--- config.mk ---
export PLATFORM = sky130hd
export DESIGN_NAME = cnn_layer_accel_quad_job_ctrl
export DESIGN_NICKNAME = d
export VERILOG_FILES = /design/src/rtl/cnn_layer_accel_quad_job_ctrl.sv
export SDC_FILE = /design/constraint.sdc
export NUM_CORES = 1
export LEC_CHECK = 0
export ABC_AREA = 1
export BUFFER_PORTS_ARGS = -buffer_cell sky130_fd_sc_hd__buf_2
export CAP_MARGIN = 15
export CORE_MARGIN = 4
export CORE_UTILIZATION = 48
export CTS_CLUSTER_SIZE = 40
export DETAILED_ROUTE_END_ITERATION = 8
export PLACE_DENSITY = 0.86
export SLEW_MARGIN = 25
export SYNTH_ARGS = -nofsm -noshare
export SYNTH_HDL_FRONTEND = slang
export SYNTH_SLANG_ARGS = --single-unit
--- constraint.sdc ---
create_clock -name clk_if -period 3.3 [get_ports clk_if]
set_input_delay 0.66 -clock clk_if [delete_from_list [all_inputs] [get_ports clk_if]]
set_output_delay 0.66 -clock clk_if [all_outputs]
set_load 0.02 [all_outputs]
--- src/rtl/cnn_layer_accel_quad_job_ctrl.sv ---
// ---------------------------------------------------------------------------
// cnn_layer_accel_quad_job_ctrl
//
// Responder side of the quad job-control protocol. It accepts a job from the
// host-side initiator and latches the descriptor into per-field configuration
// registers. It then runs the buffer-fetch handshake, starts the core
// datapath, and holds job_complete until the initiator acknowledges it.
//
// Ports
//   clk_if                 : single clock, rising edge
//   rst                    : asynchronous, active-low reset
//   job_start / job_accept : job request in, one-cycle acknowledge out
//   job_parameters         : 128-bit descriptor, sampled with job_start
//   job_fetch_request      : asks the initiator to load buffers
//   job_fetch_ack          : initiator has seen the fetch request
//   job_fetch_complete     : buffers loaded
//   job_complete / _ack    : job finished (held) and its acknowledge
//   core_start / core_done : one-cycle datapath start and datapath finished
//   *_cfg                  : decoded descriptor fields, held until next accept
//   job_busy               : high whenever the controller is not idle
//   fetch_timeout_err      : sticky, set when a fetch request is never acked
//   job_count              : completed-job counter, wraps
// ---------------------------------------------------------------------------
module cnn_layer_accel_quad_job_ctrl #(
  parameter int FETCH_TIMEOUT = 1024,
  parameter int JOB_CNT_W     = 16
) (
  input  logic                 clk_if,
  input  logic                 rst,
  input  logic                 job_start,
  output logic                 job_accept,
  input  logic [127:0]         job_parameters,
  output logic                 job_fetch_request,
  input  logic                 job_fetch_ack,
  input  logic                 job_fetch_complete,
  output logic                 job_complete,
  input  logic                 job_complete_ack,
  output logic                 core_start,
  input  logic                 core_done,
  output logic [9:0]           num_input_cols_cfg,
  output logic [9:0]           num_input_rows_cfg,
  output logic [6:0]           num_kernel_cfg,
  output logic [4:0]           kernel_size_cfg,
  output logic [4:0]           padding_cfg,
  output logic [6:0]           convolution_stride_cfg,
  output logic                 job_busy,
  output logic                 fetch_timeout_err,
  output logic [JOB_CNT_W-1:0] job_count
);

  localparam int TO_W = $clog2(FETCH_TIMEOUT);
  localparam logic [TO_W-1:0] TO_LAST = TO_W'(FETCH_TIMEOUT - 1);

  typedef enum logic [2:0] {
    IDLE       = 3'd0,
    ACCEPT     = 3'd1,
    FETCH_REQ  = 3'd2,
    FETCH_WAIT = 3'd3,
    RUN        = 3'd4,
    COMPLETE   = 3'd5
  } state_t;

  state_t                 state_q, state_d;
  logic [TO_W-1:0]        to_cnt_q, to_cnt_d;
  logic [9:0]             cols_q, cols_d;
  logic [9:0]             rows_q, rows_d;
  logic [6:0]             nkern_q, nkern_d;
  logic [4:0]             ksize_q, ksize_d;
  logic [4:0]             pad_q, pad_d;
  logic [6:0]             stride_q, stride_d;
  logic                   err_q, err_d;
  logic [JOB_CNT_W-1:0]   count_q, count_d;
  logic                   accept_q, accept_d;
  logic                   fetch_req_q, fetch_req_d;
  logic                   core_start_q, core_start_d;
  logic                   complete_q, complete_d;
  logic                   busy_q, busy_d;

  // Descriptor bits above the decoded fields are reserved.
  logic unused_rsv;
  assign unused_rsv = ^job_parameters[127:44];

  // Next-state, datapath and output decode. Every output flop is loaded from
  // the next state, so outputs line up with the state they describe while
  // staying free of combinational paths from the inputs.
  always_comb begin
    state_d  = state_q;
    to_cnt_d = to_cnt_q;
    cols_d   = cols_q;
    rows_d   = rows_q;
    nkern_d  = nkern_q;
    ksize_d  = ksize_q;
    pad_d    = pad_q;
    stride_d = stride_q;
    err_d    = err_q;
    count_d  = count_q;

    case (state_q)
      IDLE: begin
        if (job_start) begin
          cols_d   = job_parameters[9:0];
          rows_d   = job_parameters[19:10];
          nkern_d  = job_parameters[26:20];
          ksize_d  = job_parameters[31:27];
          pad_d    = job_parameters[36:32];
          stride_d = job_parameters[43:37];
          state_d  = ACCEPT;
        end
      end
      ACCEPT: begin
        to_cnt_d = '0;
        state_d  = FETCH_REQ;
      end
      FETCH_REQ: begin
        to_cnt_d = to_cnt_q + TO_W'(1);
        // An ack in the last permitted cycle still wins over the timeout.
        if (job_fetch_ack) begin
          state_d = job_fetch_complete ? RUN : FETCH_WAIT;
        end else if (to_cnt_q == TO_LAST) begin
          err_d   = 1'b1;
          state_d = IDLE;
        end
      end
      FETCH_WAIT: begin
        if (job_fetch_complete) begin
          state_d = RUN;
        end
      end
      RUN: begin
        if (core_done) begin
          state_d = COMPLETE;
        end
      end
      COMPLETE: begin
        if (job_complete_ack) begin
          count_d = count_q + JOB_CNT_W'(1);
          state_d = IDLE;
        end
      end
      default: begin
        state_d = IDLE;
      end
    endcase

    accept_d     = (state_d == ACCEPT);
    fetch_req_d  = (state_d == FETCH_REQ);
    core_start_d = (state_d == RUN) && (state_q != RUN);
    complete_d   = (state_d == COMPLETE);
    busy_d       = (state_d != IDLE);
  end

  // State, configuration and status registers.
  always_ff @(posedge clk_if or negedge rst) begin
    if (!rst) begin
      state_q      <= IDLE;
      to_cnt_q     <= '0;
      cols_q       <= '0;
      rows_q       <= '0;
      nkern_q      <= '0;
      ksize_q      <= '0;
      pad_q        <= '0;
      stride_q     <= '0;
      err_q        <= 1'b0;
      count_q      <= '0;
      accept_q     <= 1'b0;
      fetch_req_q  <= 1'b0;
      core_start_q <= 1'b0;
      complete_q   <= 1'b0;
      busy_q       <= 1'b0;
    end else begin
      state_q      <= state_d;
      to_cnt_q     <= to_cnt_d;
      cols_q       <= cols_d;
      rows_q       <= rows_d;
      nkern_q      <= nkern_d;
      ksize_q      <= ksize_d;
      pad_q        <= pad_d;
      stride_q     <= stride_d;
      err_q        <= err_d;
      count_q      <= count_d;
      accept_q     <= accept_d;
      fetch_req_q  <= fetch_req_d;
      core_start_q <= core_start_d;
      complete_q   <= complete_d;
      busy_q       <= busy_d;
    end
  end

  assign job_accept             = accept_q;
  assign job_fetch_request      = fetch_req_q;
  assign core_start             = core_start_q;
  assign job_complete           = complete_q;
  assign job_busy               = busy_q;
  assign fetch_timeout_err      = err_q;
  assign job_count              = count_q;
  assign num_input_cols_cfg     = cols_q;
  assign num_input_rows_cfg     = rows_q;
  assign num_kernel_cfg         = nkern_q;
  assign kernel_size_cfg        = ksize_q;
  assign padding_cfg            = pad_q;
  assign convolution_stride_cfg = stride_q;

endmodule

Yosys cells after proc, flatten, opt, wreduce, memory -nomap -nowiden
Cells that the tools add are included.
Operators by class
  bitwise gates (word level): 1
  reductions and logical operators: 7
  eq/ne operators: 11
  add/sub/neg operators: 2
  multiplexer cells: 9
Operators with widths (number)
  3-bit two-way mux: 7
  10-bit case mux with 2 select lines: 1
  3-bit case mux with 6 select lines: 1
  16-bit by 1-bit adder with 16-bit output, second input constant: 1
  3-bit equality test, second input constant: 4
  10-bit by 1-bit adder with 10-bit output, second input constant: 1
  10-bit equality test, second input constant: 1
  3-bit by 2-bit equality test with 1-bit output, second input constant: 3
  3-bit by 1-bit equality test with 1-bit output, second input constant: 2
  2-bit AND reduction: 2
  3-bit logical NOT: 1
  3-bit != test, second input constant: 1
  3-bit AND reduction: 1
  3-bit nonzero test: 1
  2-bit nonzero test: 1
  1-bit logical AND: 1
  1-bit NOT: 1
Storage, ports and cells
  output and inout bits: 66
  word-level logic and storage cells: 45
  bits in registers: 79

Longest topological paths before layout
Gate-level depths: netlist of run 1.
  word-level depth: 6
  depth in mapped cells: 9
  gate-level depth less buffers: 8

Worst setup path after synthesis of run 1
Ideal clock, no wire load.
  kind: register to register
  from: reg count_q[1], in the netlist job_count[1]
  to: reg count_q[14], in the netlist job_count[14]
  arrival: 1260 ps
  data required time: 3183 ps
  stages on the path, launching flop included: 9
  setup slack: 1923 ps
  path buffers: 0
  cell sequence: dfrtp_1 > ha_1 > inv_1 > nor3_1 > nand3_1 > nand2_1 > nand2_1 > nand2_1 > nand2_1
On the way
  longest elaborated chain between the ends: 1
RTL lines
  from (decl): RTL line 72  | logic [JOB_CNT_W-1:0] count_q, count_d;
  from (signal assigned): RTL line 180  | count_q <= count_d;
  16-bit by 1-bit adder with 16-bit output: RTL line 136  | count_d = count_q + JOB_CNT_W'(1);
No other way between the ends.
A chain may end at the register's enable or synchronous reset.

Final worst setup path of run 1
  from: reg state_q[0]
  to: reg cols_q[9], in the netlist num_input_cols_cfg[9]
On the way
  longest elaborated chain between the ends: 2
RTL lines
  from (decl): RTL line 63  | state_t state_q, state_d;
  from (signal assigned): RTL line 171  | state_q <= state_d;
  3-bit logical NOT: RTL line 98  | case (state_q)
  2-bit AND reduction (no source line)
  to (signal assigned): RTL line 173  | cols_q <= cols_d;
  to (decl): RTL line 65  | logic [9:0] cols_q, cols_d;
No other way between the ends.

==> out/results.ini, run 1 <==
[detailed_routing]
initialDrtViolationCount=120
vias=3101
remaining_drc_errors=0
dr.pass1.iters=5
drt-total-wl_um=8120
viasPerCell=4.84
detail-route-antenna-nets=0
wl_per_cell_um=12.7

[logic_synthesis]
post_synth.cell_area_avg_um2=8.42
synth_seq_cells=79
netlist_area_um2=3540
ys_seq_area_share_pct=55.9
syn-num-nets=557
synth.distinct_cells=28
yosysWarnings=0
syn_inst=420

[place]
dp_cells=625
place_congestion=0.843
hpwl_um=5840
portBuffers=116

[setup_path]
crit_arrival_ns=2.34
cp.required_ns=3.58
reg2reg_depth=5
critPathKind=flip-flop to flip-flop
worstSetupStartpointType=flip-flop
cp-end-kind=flip-flop
critPathMaxFanout=45

[global_routing]
grt_max_degree=80
grt_pass1_wl_um=13900
grt_pass1_vias=3119
overflow=0
antenna_found_initial=1
grt_usage_pct=19.6

[floorplanning]
core_area_um2=7210
die_y_um=93.8
rows=31
start_util_pct=49.0
die_w_um=93.8
die_area_um2=8800
ios=201

[timing]
slew_headroom_pct=53.4
skew_ns=0.0151
worst_slew_pin_slew_ns=0.699
fmax_mhz=485
rsz0062_at_grt=no
fin_tns_setup_ns=0
setup_viol=0
fin_crit_ns=2.06
timing_hold_violations_final=0
slew_violations=0
fin_crit_sh_pct=62.5

[clock_tree]
root_buffer=clkbuf_8
clock-sinks=79
cts_tree=built
worstSkewPairLatency_ns=0.35
htreeDepth=3
post_cts_buffers=0
clockBufferDepth=2
cts_buffers=9
clkSlewWorstSetupHoldPaths_ns=0.09
ctsHoldBuffers=0
cts_resized=0

[cells_and_area]
final_common_cell=nand2_1
register_area_um2=1980
multi_input_area_um2=1350
syn2layout_area_growth_pct=25.0
final_cells=641
nets=674
drive_gt1_share_pct=27.3
antenna_cells=0
nFillCells=628
final_cell_mix=197 x nand2_1, 115 x buf_2, 79 x dfrtp_1

[power]
vdd_ir_drop_max_mv=0.505
powerDensity_nw_per_um2=900
power_leakage_nw=2.49

[outcome]
status=finished clean

[min_path]
hold_class=primary input to asynchronous set/reset pin

[flow_run]
maxCapViolCount=0

==> layout make-up <==
| cell class | instances | share of cell area [%] |
|---|---|---|
| Inverter | 37 | 3.14 |
| Sequential cell | 79 | 44.7 |
| Clock inverter | 5 | 2.41 |
| Tap cell | 99 | 2.80 |
| Timing Repair Buffer | 117 | 13.4 |
| Multi-Input combinational cell | 293 | 30.5 |
| Clock buffer | 11 | 2.97 |
==> metrics by stage <==
stage                     utilization, %  power (mW)  worst slack (ns)  hold slack, ns  instance area (um2)
after floorplan                        -        2.62              1.92           0.364                 3540
final                               61.3        3.98              1.24           0.348                 4420
after CTS                           61.2        4.01              1.25           0.484                 4420
after global placement              57.9        3.08              1.13           0.457                 4180
after detailed placement            57.9        3.14              1.12           0.461                 4180
after global routing                61.3        4.27             0.981           0.384                 4420
==> layer usage <==
| metal | vias up | global-route usage, % | share of wire, % |
|---|---|---|---|
| met5 | - | 0 | 0.086 |
| met3 | 12 | 6.73 | 9.5 |
| met2 | 122 | 31.1 | 46 |
| met4 | 2 | 6.98 | 1.3 |
| met1 | 1441 | 24.8 | 43 |
| li1 | 1524 | - | - |
==> path summary, 6_finish.rpt <==
check / end / slack, ns / start
worst max-delay path: num_input_cols_cfg[9] / 1.24 / state_q[0]
worst min-delay path: job_count[15] / 0.35 / rst
worst max register to register: num_input_cols_cfg[9] / 1.24 / state_q[0]
worst min register to register: padding_cfg[3] / 0.48 / padding_cfg[3]
max in group asynchronous: to_cnt_q[3] / 2.48 / rst
min in group clk_if: padding_cfg[3] / 0.48 / padding_cfg[3]
==> report_power, final <==
group / switching [mW] / internal (mW) / leakage, nW / total [mW]
clock: 0.350 / 0.505 / 0.114 / 0.855
sequential: 0.235 / 1.32 / 1.00 / 1.56
combinational: 1.08 / 0.489 / 1.37 / 1.57
total: 1.66 / 2.32 / 2.49 / 3.98
==> kinds of logic after synthesis <==
logic type | share of synthesized area [%]
and+or+nand+nor | 31.0
DFF | 55.9
buffers and inverters | 5.94
AOI/OAI and AO/OA | 3.18
xor gates and xnor gates | 3.22
adders and majority gates | 0.708
==> cells in the mapped netlist <==
library cell  instances  share of area, %
nor2_2                4              0.71
o31ai_1               1              0.21
a21oi_1               4              0.57
nand2_2               2              0.35
buf_4                 4              0.85
o211ai_1              1              0.21
o21ai_1               3              0.42
nor3_2                2              0.57
nand2_1             197                21
o22ai_1               2              0.35
ha_1                  2              0.71
o21ai_0              10               1.4
buf_2                 6              0.85
nand3_2               2              0.57
nor2_1               21               2.2
inv_1                34               3.6
xnor2_1               4              0.99
nand4_4               1              0.60
nand3b_1              1              0.21
nor2_4                2              0.64
nand3b_4              1              0.57
xor2_1                9               2.2
buf_6                 1              0.32
nand4_1               8               1.4
inv_2                 3              0.32
nor3_1                6              0.85
nand3_1              10               1.4
dfrtp_1              79                56
==> sequential cells by signal (all words and copies together), names as in the netlist <==
register	flops
job_count	16
num_input_cols_cfg	10
num_input_rows_cfg	10
to_cnt_q	10
convolution_stride_cfg	7
num_kernel_cfg	7
kernel_size_cfg	5
padding_cfg	5
state_q	3
core_start	1
fetch_timeout_err	1
job_accept	1
job_busy	1
job_complete	1
job_fetch_request	1
==> worst max-delay path, stage by stage (launching register included) <==
cell	delay (ns)
dfrtp_1	0.48
nor2_2	0.17
nand3_2	0.40
inv_2	0.70
nand2_1	0.14
nand2_1	0.09
(Power assumes the default switching activity.)
==> inputs of run 2 (changes only) <==
- CORE_UTILIZATION: 48 -> 44
- PLACE_DENSITY: 0.86 -> 0.8
- clock period: 3.3 -> 1.9 ns (I/O delays scaled with it)
==> out/results.ini, run 2 (synthesis results as in run 1) <==
[power]
power_frac_comb_pct=40.4
vdd_ir_drop_max_mv=0.882
clock_power_share_pct=19.7
powerDensity_nw_per_um2=1530
power_leakage_nw=2.51
seqPwrFrac_pct=39.9
p_total_mw=6.79
swShare_pct=41.9
power_switching_mw=2.84
intPower_mw=3.95

[timing]
timing_hold_violations_final=0
slew_violations=0
fin_tns_setup_ns=0
skew_ns=0.00677
setup_viol=0
fmax_mhz=657
fin_crit_ns=1.52
worst_slew_pin_slew_ns=0.443
slew_headroom_pct=70.5
rsz0062_at_grt=no
fin_crit_sh_pct=80.1

[global_routing]
grt_usage_pct=17.6
grt_pass1_vias=3088
overflow=0
grt_max_degree=47
grt_pass1_wl_um=13800
antenna_found_initial=0

[floorplanning]
die_w_um=97.6
die_area_um2=9530
die_y_um=97.6
ios=201
core_area_um2=7770
start_util_pct=45.5
rows=32

[clock_tree]
clockBufferDepth=2
clkSlewWorstSetupHoldPaths_ns=0.08
cts_tree=built
worstSkewPairLatency_ns=0.34
cts_buffers=9
clock-sinks=79
root_buffer=clkbuf_8
htreeDepth=3
post_cts_buffers=0
cts_resized=0
ctsHoldBuffers=1

[setup_path]
critPathKind=flip-flop to flip-flop
worstSetupStartpointType=flip-flop
r2r-end=job_count[14]
reg2reg_depth=8
crit_arrival_ns=1.77
r2r_start=job_count[0]
regToRegSetupSlack_ns=0.38
cp.required_ns=2.15
critPathMaxFanout=5
cp-end-kind=flip-flop

[flow_run]
maxCapViolCount=0

[cells_and_area]
antenna_cells=0
final_cell_mix=197 x nand2_1, 115 x buf_2, 79 x dfrtp_1
nFillCells=728
drive_gt1_share_pct=27.6
syn2layout_area_growth_pct=25.7
final_common_cell=nand2_1
largest_reg_flops=16
nets=677

[min_path]
hold_class=primary input to flip-flop
hold-path-endpoint=num_input_cols_cfg[4]
hold_depth=3
holdCritStartpoint=job_parameters[4]

[detailed_routing]
detail-route-antenna-nets=0
dr.pass1.iters=4
remaining_drc_errors=0
vias=3020
initialDrtViolationCount=80
drt-total-wl_um=7930
viasPerCell=4.67
wl_per_cell_um=12.3

[place]
portBuffers=116
place_congestion=0.856
hpwl_um=5810

[outcome]
status=finished clean

[run 2: cell types whose count changed in the layout (fill, tap and decap cells not counted), sizes merged]
cell	before	now
dlygate4sd3	0	1
buf	117	119
clkinvlp	1	0
clkinv	1	2
bufinv	3	2
[run 2: power by group through the flow]
stage / logic (mW) / clock network (mW) / registers, mW
finish: 2.74 / 1.34 / 2.71
detailed placement: 2.79 / 0 / 2.71
CTS: 2.79 / 1.39 / 2.71
global placement: 2.70 / 0 / 2.70
global route: 3.05 / 1.47 / 2.80
floorplan: 1.19 / 0 / 3.36
[run 2: layout make-up]
class                      count  area (um2)  share of cell area (%)
inverter                      37         139                    3.12
clock buffer                  11         141                    3.18
clock inverter                 4        70.1                    1.58
tap                          102         128                    2.87
sequential                    79        1980                    44.5
timing repair buffer         120         641                    14.4
multi-input combinational    293        1350                    30.3
[run 2: worst max path at each step]
stage	startpoint	endpoint	slack [ns]	depth (start not counted)
2_1_floorplan	job_count[1]	job_count[14]	0.52	8
3_3_place_gp	state_q[2]	to_cnt_q[8]	0.51	6
3_5_place_dp	job_count[0]	job_count[14]	0.45	8
4_1_cts	state_q[2]	kernel_size_cfg[4]	0.41	5
5_1_grt	state_q[2]	kernel_size_cfg[0]	0.27	5
6_report	job_count[0]	job_count[14]	0.38	8
[run 2: per-stage QoR]
step / instances / instance area [um2] / setup slack (ns) / hold slack, ns / util [%]
2_1_floorplan: 420 / 3540 / 0.523 / 0.0844 / -
3_3_place_gp: 630 / 4220 / 0.510 / 0.357 / 54.4
3_5_place_dp: 630 / 4220 / 0.452 / 0.359 / 54.4
4_1_cts: 646 / 4440 / 0.414 / 0.203 / 57.2
5_1_grt: 646 / 4440 / 0.267 / 0.209 / 57.2
6_report: 646 / 4440 / 0.378 / 0.223 / 57.2
[run 2: layer usage]
metal	global-route usage (%)	vias to the layer above	part of all wire [%]
met2	29.5	96	47
met4	6.71	0	1.7
met1	20.8	1376	43
met5	0	-	0
met3	6.03	13	8.1
li1	-	1535	-
[run 2: worst max-delay path: stages (launching register included)]
cell     delay, ns
dfrtp_1       0.43
ha_1          0.20
inv_1         0.10
nor3_1        0.34
nand3_1       0.13
nand2_1       0.09
nand2_1       0.05
nand2_1       0.05
nand2_1       0.05
